File: src/rtl/multi_instr_receiver_pkg.sv
// Shared constants for the instruction-sequence receiver: the END_ISEQ opcode,
// the opcode field geometry, the FSM state type and a clog2 helper.
package multi_instr_receiver_pkg;

  localparam int          OPCODE_W = 4;
  localparam logic [3:0]  END_ISEQ = 4'hF;

  typedef enum logic {
    ST_IDLE = 1'b0,
    ST_BUSY = 1'b1
  } state_t;

  // Ceiling log2 for positive values; clog2(1) = 0.
  function automatic int clog2(input int v);
    int r;
    r = 0;
    for (int i = 0; i < 31; i++) begin
      if ((1 << i) < v) r = i + 1;
    end
    return r;
  endfunction

endpackage

File: src/rtl/multi_instr_receiver_arbiter.sv
// Request arbiter: one-hot grant among N requesters, either fixed priority
// (lowest index wins) or round-robin starting after the last granted index.
module rr_arbiter
  import multi_instr_receiver_pkg::*;
#(
  parameter int N  = 2,
  parameter bit RR = 1'b0,
  localparam int IW = (N > 1) ? clog2(N) : 1
) (
  input  logic          clk,
  input  logic          rst_n,
  input  logic [N-1:0]  req,
  input  logic          gnt_en,
  output logic [N-1:0]  gnt,
  output logic [IW-1:0] gnt_idx
);

  logic [IW-1:0] ptr;
  // Until the first grant there is no "last granted" index, so the search
  // starts at 0 rather than ptr+1; this keeps index 0 first after reset.
  logic          primed;
  logic          found;
  int            start;
  int            idx;

  // Scan requesters from the start index, wrapping, and grant the first one.
  always_comb begin
    gnt     = '0;
    gnt_idx = '0;
    found   = 1'b0;
    start   = 0;
    idx     = 0;
    if (RR && primed) start = (int'(ptr) + 1) % N;
    for (int i = 0; i < N; i++) begin
      idx = (start + i) % N;
      if (!found && req[idx]) begin
        found      = 1'b1;
        gnt[idx]   = 1'b1;
        gnt_idx    = IW'(idx);
      end
    end
  end

  // Remember the last granted index; only moves when a grant is taken.
  always_ff @(posedge clk or negedge rst_n) begin
    if (!rst_n) begin
      ptr    <= '0;
      primed <= 1'b0;
    end else if (gnt_en && found) begin
      ptr    <= gnt_idx;
      primed <= 1'b1;
    end
  end

endmodule

File: src/rtl/multi_instr_receiver.sv
// Instruction-sequence receiver: locks onto one source for a whole sequence
// (through END_ISEQ or the length limit), stripes accepted instructions
// round-robin over the dispatcher FIFOs and pulses process_iseq at the end.
//
// Handshake: src_ack is the ready for src_en. An instruction is accepted in a
// cycle where src_en[s] and src_ack[s] are both high. In IDLE the ack is the
// grant (combinational); in BUSY the owner's ack stays high every cycle and a
// low src_en simply means no transfer that cycle.
module multi_instr_receiver
  import multi_instr_receiver_pkg::*;
#(
  parameter int                NUM_SRC      = 2,
  parameter int                NUM_FIFO     = 2,
  parameter int                INSTR_W      = 32,
  parameter bit                ARB_RR       = 1'b0,
  parameter logic [NUM_SRC-1:0] FWD_END_MASK = {NUM_SRC{1'b1}},
  parameter int                MAX_LEN      = 1024,
  localparam int SRC_W  = (NUM_SRC > 1) ? clog2(NUM_SRC) : 1,
  localparam int LEN_W  = clog2(MAX_LEN + 1),
  localparam int FSEL_W = (NUM_FIFO > 1) ? clog2(NUM_FIFO) : 1
) (
  input  logic                       clk,
  input  logic                       rst_n,
  input  logic                       dispatcher_ready,
  input  logic [NUM_SRC-1:0]         src_en,
  input  logic [NUM_SRC*INSTR_W-1:0] src_instr,
  output logic [NUM_SRC-1:0]         src_ack,
  output logic [NUM_FIFO-1:0]        fifo_en,
  output logic [INSTR_W-1:0]         fifo_data,
  output logic                       process_iseq,
  output logic [SRC_W-1:0]           active_src,
  output logic [LEN_W-1:0]           seq_len,
  output logic                       len_err
);

  state_t               state;
  logic [FSEL_W-1:0]    sel;
  logic [NUM_SRC-1:0]   arb_gnt;
  logic [SRC_W-1:0]     arb_idx;
  logic                 grant;
  logic                 accept;
  logic [SRC_W-1:0]     cur_src;
  logic [INSTR_W-1:0]   acc_instr;
  logic                 is_end;
  logic [LEN_W-1:0]     new_len;
  logic                 term;
  logic                 do_write;

  // rst_n gates the grant so no ack escapes while reset is held.
  assign grant = rst_n && (state == ST_IDLE) && dispatcher_ready &&
                 !process_iseq && (|src_en);

  rr_arbiter #(
    .N  (NUM_SRC),
    .RR (ARB_RR)
  ) u_arb (
    .clk     (clk),
    .rst_n   (rst_n),
    .req     (src_en),
    .gnt_en  (grant),
    .gnt     (arb_gnt),
    .gnt_idx (arb_idx)
  );

  // Accept path: which source is transferring this cycle and what it sent.
  always_comb begin
    cur_src   = grant ? arb_idx : active_src;
    accept    = grant || ((state == ST_BUSY) && src_en[active_src]);
    acc_instr = src_instr[cur_src*INSTR_W +: INSTR_W];
    is_end    = (acc_instr[INSTR_W-1 -: OPCODE_W] == END_ISEQ);
    new_len   = grant ? LEN_W'(1) : seq_len + 1'b1;
    term      = accept && (is_end || (new_len == LEN_W'(MAX_LEN)));
    do_write  = accept && (!is_end || FWD_END_MASK[cur_src]);
  end

  // Ack: owner held high while BUSY, otherwise the arbiter grant.
  always_comb begin
    src_ack = '0;
    if (state == ST_BUSY) src_ack[active_src] = 1'b1;
    else if (grant)       src_ack = arb_gnt;
  end

  // Sequence FSM with registered FIFO strobes, status and striping counter.
  always_ff @(posedge clk or negedge rst_n) begin
    if (!rst_n) begin
      state        <= ST_IDLE;
      sel          <= '0;
      fifo_en      <= '0;
      fifo_data    <= '0;
      process_iseq <= 1'b0;
      active_src   <= '0;
      seq_len      <= '0;
      len_err      <= 1'b0;
    end else begin
      fifo_en      <= '0;
      process_iseq <= term;
      if (do_write) begin
        fifo_en   <= NUM_FIFO'(1) << sel;
        fifo_data <= acc_instr;
        sel       <= (sel == FSEL_W'(NUM_FIFO - 1)) ? '0 : sel + 1'b1;
      end
      // Every sequence begins at FIFO 0.
      if (term) sel <= '0;
      if (grant) begin
        active_src <= arb_idx;
        len_err    <= 1'b0;
      end
      if (accept) seq_len <= new_len;
      if (term && !is_end) len_err <= 1'b1;
      case (state)
        ST_IDLE: if (grant && !term) state <= ST_BUSY;
        ST_BUSY: if (term)           state <= ST_IDLE;
        default:                     state <= ST_IDLE;
      endcase
    end
  end

endmodule

File: config.mk
export PLATFORM = sky130hd
export DESIGN_NAME = multi_instr_receiver
export DESIGN_NICKNAME = d
export VERILOG_FILES = /design/src/rtl/multi_instr_receiver_pkg.sv /design/src/rtl/multi_instr_receiver_arbiter.sv /design/src/rtl/multi_instr_receiver.sv
export SDC_FILE = /design/constraint.sdc
export NUM_CORES = 1
export LEC_CHECK = 0
export BUFFER_PORTS_ARGS = -buffer_cell sky130_fd_sc_hd__buf_2
export CORE_MARGIN = 3
export CORE_UTILIZATION = 39
export DETAILED_ROUTE_END_ITERATION = 7
export GPL_ROUTABILITY_DRIVEN = 1
export PLACE_DENSITY = 0.76
export SYNTH_ARGS = -nofsm -noshare
export SYNTH_HDL_FRONTEND = slang
export SYNTH_SLANG_ARGS = --single-unit
File: constraint.sdc
create_clock -name clk -period 2.15 [get_ports clk]
set_input_delay 0.1075 -clock clk [delete_from_list [all_inputs] [get_ports clk]]
set_output_delay 0.1075 -clock clk [all_outputs]
set_load 0.01 [all_outputs]
==> results of run 1 <==
placed cells by master, fill, tap and decap left out, drive strengths merged, types with 2 or more instances in the layout:
| cell type | count |
|---|---|
| buf | 138 |
| dfrtp | 50 |
| nand2 | 45 |
| o21ai | 37 |
| mux2i | 35 |
| nor2 | 20 |
| xnor2 | 6 |
| a21oi | 6 |
| clkbuf | 6 |
| nand3 | 5 |
| nor3 | 5 |
| nand4 | 4 |
| xor2 | 4 |
| inv | 3 |
| a211oi | 2 |
through the flow:
| stage | total power (W) | hold WS (ns) | setup TNS [ns] |
|---|---|---|---|
| after floorplan | 0.00291 | -0.188 | -0.0281 |
| after global placement | 0.00370 | 0.325 | 0 |
| after detailed placement | 0.00378 | 0.340 | -0.00495 |
| after CTS | 0.00431 | 0.00924 | 0 |
| after global routing | 0.00469 | 0.0438 | -0.129 |
| final | 0.00434 | -0.0181 | 0 |
layout make-up:
cell class,count,area [µm²]
well taps,75,93.8
flip-flops and latches,50,1250
repair buffers,138,744
clock buffers,6,72.6
clock inverters,1,7.51
inverters,3,11.3
fillers,541,2650
multi-input cells,191,1230
worst paths after layout:
kind | end | slack, ns | cells past startpoint
hold reg to reg | fifo_en[0] | 0.43 | 1
hold / removal | fifo_data[24] | -0.02 | 2
setup / recovery | sel | 0.003 | 7
max in group asynchronous | seq_len[1] | 1.71 | 2
setup reg to reg | sel | 0.003 | 7
min in group clk | fifo_data[1] | 0.10 | 3
logic make-up after synthesis:
kind of cell	after synthesis
simple gates	89
fa+ha+maj	1
compound gates	54
flops	50
xor+xnor	10
buf+inv	17
mux	36
cell usage after synthesis (2+ instances only):
library cell / instances / area share
nand4_1: 4 / 0.010
a211oi_1: 2 / 0.0060
xnor2_1: 6 / 0.021
o21ai_0: 37 / 0.074
buf_4: 3 / 0.0090
nor3_1: 5 / 0.010
a21oi_1: 6 / 0.012
nand3_1: 5 / 0.010
dfrtp_1: 50 / 0.50
clkbuf_1: 10 / 0.015
xor2_1: 4 / 0.014
nand2_1: 45 / 0.067
mux2i_1: 35 / 0.14
nor2_1: 19 / 0.028
inv_1: 3 / 0.0045
per-layer routing:
layer | wire length, µm | vias to the layer above | GRT usage | share of wire
li1 | - | 1160 | - | -
met4 | 59 | 0 | 0.0623 | 0.0085
met3 | 408 | 4 | 0.0304 | 0.059
met1 | 2980 | 1110 | 0.221 | 0.43
met2 | 3460 | 80 | 0.303 | 0.50
met5 | 0 | - | 0 | 0
state kept, by name, indices dropped and copies added (netlist names):
signal and count:
fifo_en 2, process_iseq 1, state 1, active_src 1
sel 1, fifo_data 32, seq_len 11, len_err 1
what timing repair did:
action,CTS,global route
gates resized for setup,1,2
setup buffers,0,2
pin swaps,2,1
endpoints found under the setup margin,3,36
cloned,0,1
power by group through the flow:
| stage | sequential (W) | clock [W] | combinational [W] |
|---|---|---|---|
| 3_5_place_dp | 0.00157 | 0 | 0.00221 |
| 5_1_grt | 0.00160 | 0.000573 | 0.00251 |
| 6_report | 0.00156 | 0.000514 | 0.00227 |
| 2_1_floorplan | 0.00178 | 0 | 0.00113 |
| 4_1_cts | 0.00156 | 0.000538 | 0.00221 |
| 3_3_place_gp | 0.00156 | 0 | 0.00214 |
==> run summary, run 1 <==
vias in the first global route = 2218
number of remaining DRC errors = 0
Setup Skew = 0.00266 ns
Num CTS Buffers = 5
Max Fclk = 0.466 GHz
clock share of power = 0.118
Crit Path Class = flop to flop
compound-cell area share of the yosys netlist = 0.121
PortBufs = 118
first-iteration detailed-routing DRC count = 151
RSZ-0062 raised after global routing = true
Antenna Violating Nets Remaining = 0
largest family of logic cells by synthesized area = simple AND/OR/NAND/NOR gates
critical path endpoint category = flop
internal power = 0.00255 W
Root Buffer = clkbuf_8
Reg power frac = 0.359
first-pass GRT wire length = 10.4 mm
Routed WL per cell = 14.9 µm
CP required = 2.34 ns
post-synthesis xor/xnor area fraction = 0.0349
Final WS setup = 0.00280 ns
cells after synthesis = 257
slowest cell on the critical path = or4_4
width of the die = 86.2 µm
reg-to-reg critical path startpoint = seq_len[1]
placeable core area = 6060 µm²
Top Ports = 119
worst skew pair latency = 0.29 ns
pin count of the biggest net entering global routing = 63
layout cell share with drive strength beyond 1 = 0.406
clock sink total = 50
Mapped Area = 2510 µm²
syn nets = 327
GP Congestion = 0.873
area grow syn2layout = 36.0%
post-synthesis simple-gate area fraction = 0.166
via count = 2354
Longest Clk Path Bufs = 2
fin nets = 459
status = finished, violations left
Sw Share = 0.412
Synth Warn # = 0
Slew Limit Headroom = 0.489
final worst path period share = 0.999
failing checks = negative hold slack
max cap viols = 0
cell family with most CP delay = simple AND/OR/NAND/NOR gates
initial antenna violation count = 0
Worst-path clk slew = 0.08 ns
Syn Area/Cell = 9.77 µm²
CP Buf/Inv Count = 1
hold buffers post-CTS = 0
#FFs+latches synth = 50
sw power = 0.00179 W
Final Hold Vio Count = 20
Least-Margin Pin Slew = 0.764 ns
Worst Setup SP = seq_len[1]
Initial Utilization = 0.414
mux contribution to synthesized area = 0.144
Place WS = -0.00495 ns
Detailed Place HPWL = 4.99 mm
CTS tree = built
final setup violation count = 0
power density over cell area = 1270 nW/µm²
CTS HTree Levels = 2
sequential share of the synthesized area = 0.498
adder-cell share of the synthesized area = 0.00498
GRT Total Usage = 0.175
Critical Path Fanout Max = 4
post-route cell area = 3410 µm²
worst path cell trace = ha_4 -> and3_4 -> buf_4 -> nand3_1 -> o31a_1 -> or4_4 -> a41o_1
Arr. time, crit path = 2.34 ns
Die Ht = 86.2 µm
crit path time final = 2.15 ns
number of synthesized flops with an enable pin = 0
grt ovf = 0
Post-synth ARST share = 1.00
die area = 7440 µm²
Final Core Density = 0.563
DR vias/cell = 5.07
DP Area = 3300 µm²
Leak = 1.76 nW
Main synth FF type = dfrtp_1
largest stage delay on the critical path = 0.57 ns
Antenna Cells = 0
DR pass1 iterations = 5
Cell Count Post-Placement = 454
Comb power frac = 0.523
Final Slew Violations = 0
Peak supply drop = 696 µV
routed wire length = 6.90 mm
row count = 28
hold_ws = -0.0181 ns
distinct cell type count of the synthesized netlist = 38
Critical Path Source Type = flop
non-filler cells, final = 464
HP Class = input port to async pin
Power figures use the tool's default switching activity.
==> run 2: changes to the inputs <==
Settings changed: BUFFER_PORTS_ARGS -buffer_cell sky130_fd_sc_hd__buf_2 to unset, DONT_BUFFER_PORTS set to 1, PLACE_DENSITY 0.76 to 0.59.
==> run summary, run 2 (same netlist as run 1, synthesis figures left out) <==
Arr. time, crit path = 2.32 ns
first-pass GRT wire length = 9.56 mm
routed wire length = 5.86 mm
slowest cell on the critical path = or4_4
most frequent cells in the layout = dfrtp_1 (48), nand2_1 (45), o21ai_0 (37)
CTS tree = built
vias in the first global route = 1916
width of the die = 86.2 µm
Peak supply drop = 618 µV
non-filler cells, final = 350
worst skew pair latency = 0.29 ns
Least-Margin Pin Slew = 0.392 ns
RSZ-0062 raised after global routing = true
Routed WL per cell = 16.7 µm
Detailed Place HPWL = 4.38 mm
Cell Count Post-Placement = 339
DR pass1 iterations = 4
PortBufs = 0
area grow syn2layout = 14.6%
CP required = 2.34 ns
M1 WL = 2.47 mm
largest stage delay on the critical path = 0.56 ns
max cap viols = 0
critical path endpoint category = flop
GRT Total Usage = 0.163
Antenna Violating Nets Remaining = 0
final worst path period share = 0.991
Critical Path Fanout Max = 5
Setup Skew = 0.00427 ns
wire length on met3 = 530 µm
Initial Utilization = 0.414
Longest Clk Path Bufs = 2
final setup violation count = 0
CTS HTree Levels = 2
power density over cell area = 1360 nW/µm²
initial antenna violation count = 0
Antenna Cells = 0
Final Power = 0.00391 W
Layout fillers = 598
top sig layer = met4
CP Buf/Inv Count = 1
Leak = 1.30 nW
layout cell share with drive strength beyond 1 = 0.153
FF+latch area = 1250 µm²
Root Buffer = clkbuf_8
grt ovf = 0
Slew Limit Headroom = 0.738
clock sink total = 50
Largest register FFs = 32
Top Ports = 119
HP Class = input port to flop
number of remaining DRC errors = 0
largest registers = fifo_data x32, seq_len x11, fifo_en x2
hold_ws = 0.00777 ns
Max Fclk = 0.469 GHz
Worst-path clk slew = 0.09 ns
GP Congestion = 0.811
Num CTS Buffers = 5
via count = 1845
crit path time final = 2.13 ns
DR vias/cell = 5.27
first-iteration detailed-routing DRC count = 121
worst path cell trace = ha_4 -> and3_4 -> buf_4 -> nand3_1 -> o31a_1 -> or4_4 -> a41o_1
die area = 7440 µm²
fin nets = 344
cell family with most CP delay = simple AND/OR/NAND/NOR gates
Final WS setup = 0.0192 ns
pin count of the biggest net entering global routing = 51
multi-input gate area in the final layout = 1220 µm²
Final Hold Vio Count = 0
placeable core area = 6060 µm²
Place WS = 0.00574 ns
Critical Path Source Type = flop
commonest non-fill, non-tap cell in the layout = dfrtp_1
Final Slew Violations = 0
Die Ht = 86.2 µm
most flop-heavy register = fifo_data
row count = 28
status = finished clean
Met2 Wirelength = 2.79 mm
Crit Path Class = flop to flop
-- run 2: cell count changes in the layout (fill, tap and decap cells not counted), sizes merged --
cell / change
clkinvlp: -1
inv: +1
buf: -116
dlygate4sd3: +2
nor2: -1
clkbuf: +1
-- run 2: final cells by class --
class / instances / area share
clock buffer: 7 / 0.0300
clock inverter: 1 / 0.00304
inverter: 3 / 0.00391
multi-input combinational: 190 / 0.424
sequential: 50 / 0.435
tap: 75 / 0.0326
timing repair buffer: 24 / 0.0713
-- run 2: path summary, 6_finish.rpt --
check | start | cells after the start | slack, ns | endpoint
hold reg to reg | sel | 1 | 0.43 | fifo_en[0]
setup reg to reg | seq_len[1] | 7 | 0.02 | sel
hold / removal | src_instr[20] | 2 | 0.008 | fifo_data[20]
min in group asynchronous | rst_n | 2 | 0.30 | fifo_data[23]
setup / recovery | seq_len[1] | 7 | 0.02 | sel
max in group asynchronous | rst_n | 2 | 1.60 | seq_len[1]
-- run 2: worst reg2reg max path: stages (launching register included) --
cell	delay, ns
dfrtp_2	0.40
ha_4	0.16
and3_4	0.19
buf_4	0.11
nand3_1	0.10
o31a_1	0.33
or4_4	0.56
a41o_1	0.19
-- run 2: routing by layer --
layer	GRT usage	vias to the layer above
met4	0.0467	0
li1	-	930
met1	0.212	831
met2	0.261	78
met5	0	-
met3	0.0523	6
-- run 2: metrics by stage --
step	area [µm²]	TNS (ns)	utilization
floorplan	2530	-0.0281	-
global route	2880	-0.183	0.475
CTS	2870	0	0.474
finish	2880	0	0.475
detailed placement	2730	0	0.451
global placement	2730	0	0.451
-- run 2: what timing repair did --
item                       CTS  global route
hold endpoints to repair    51             0
pin swaps                    1             0
resized for setup            0             1
buffers inserted             0             0
setup endpoints to repair    2             3
hold buffers                 3             0
-- run 2: where the power goes --
part | internal, W | switching [W]
combinational | 0.000673 | 0.000861
sequential | 0.00134 | 0.000459
clock | 0.000267 | 0.000311
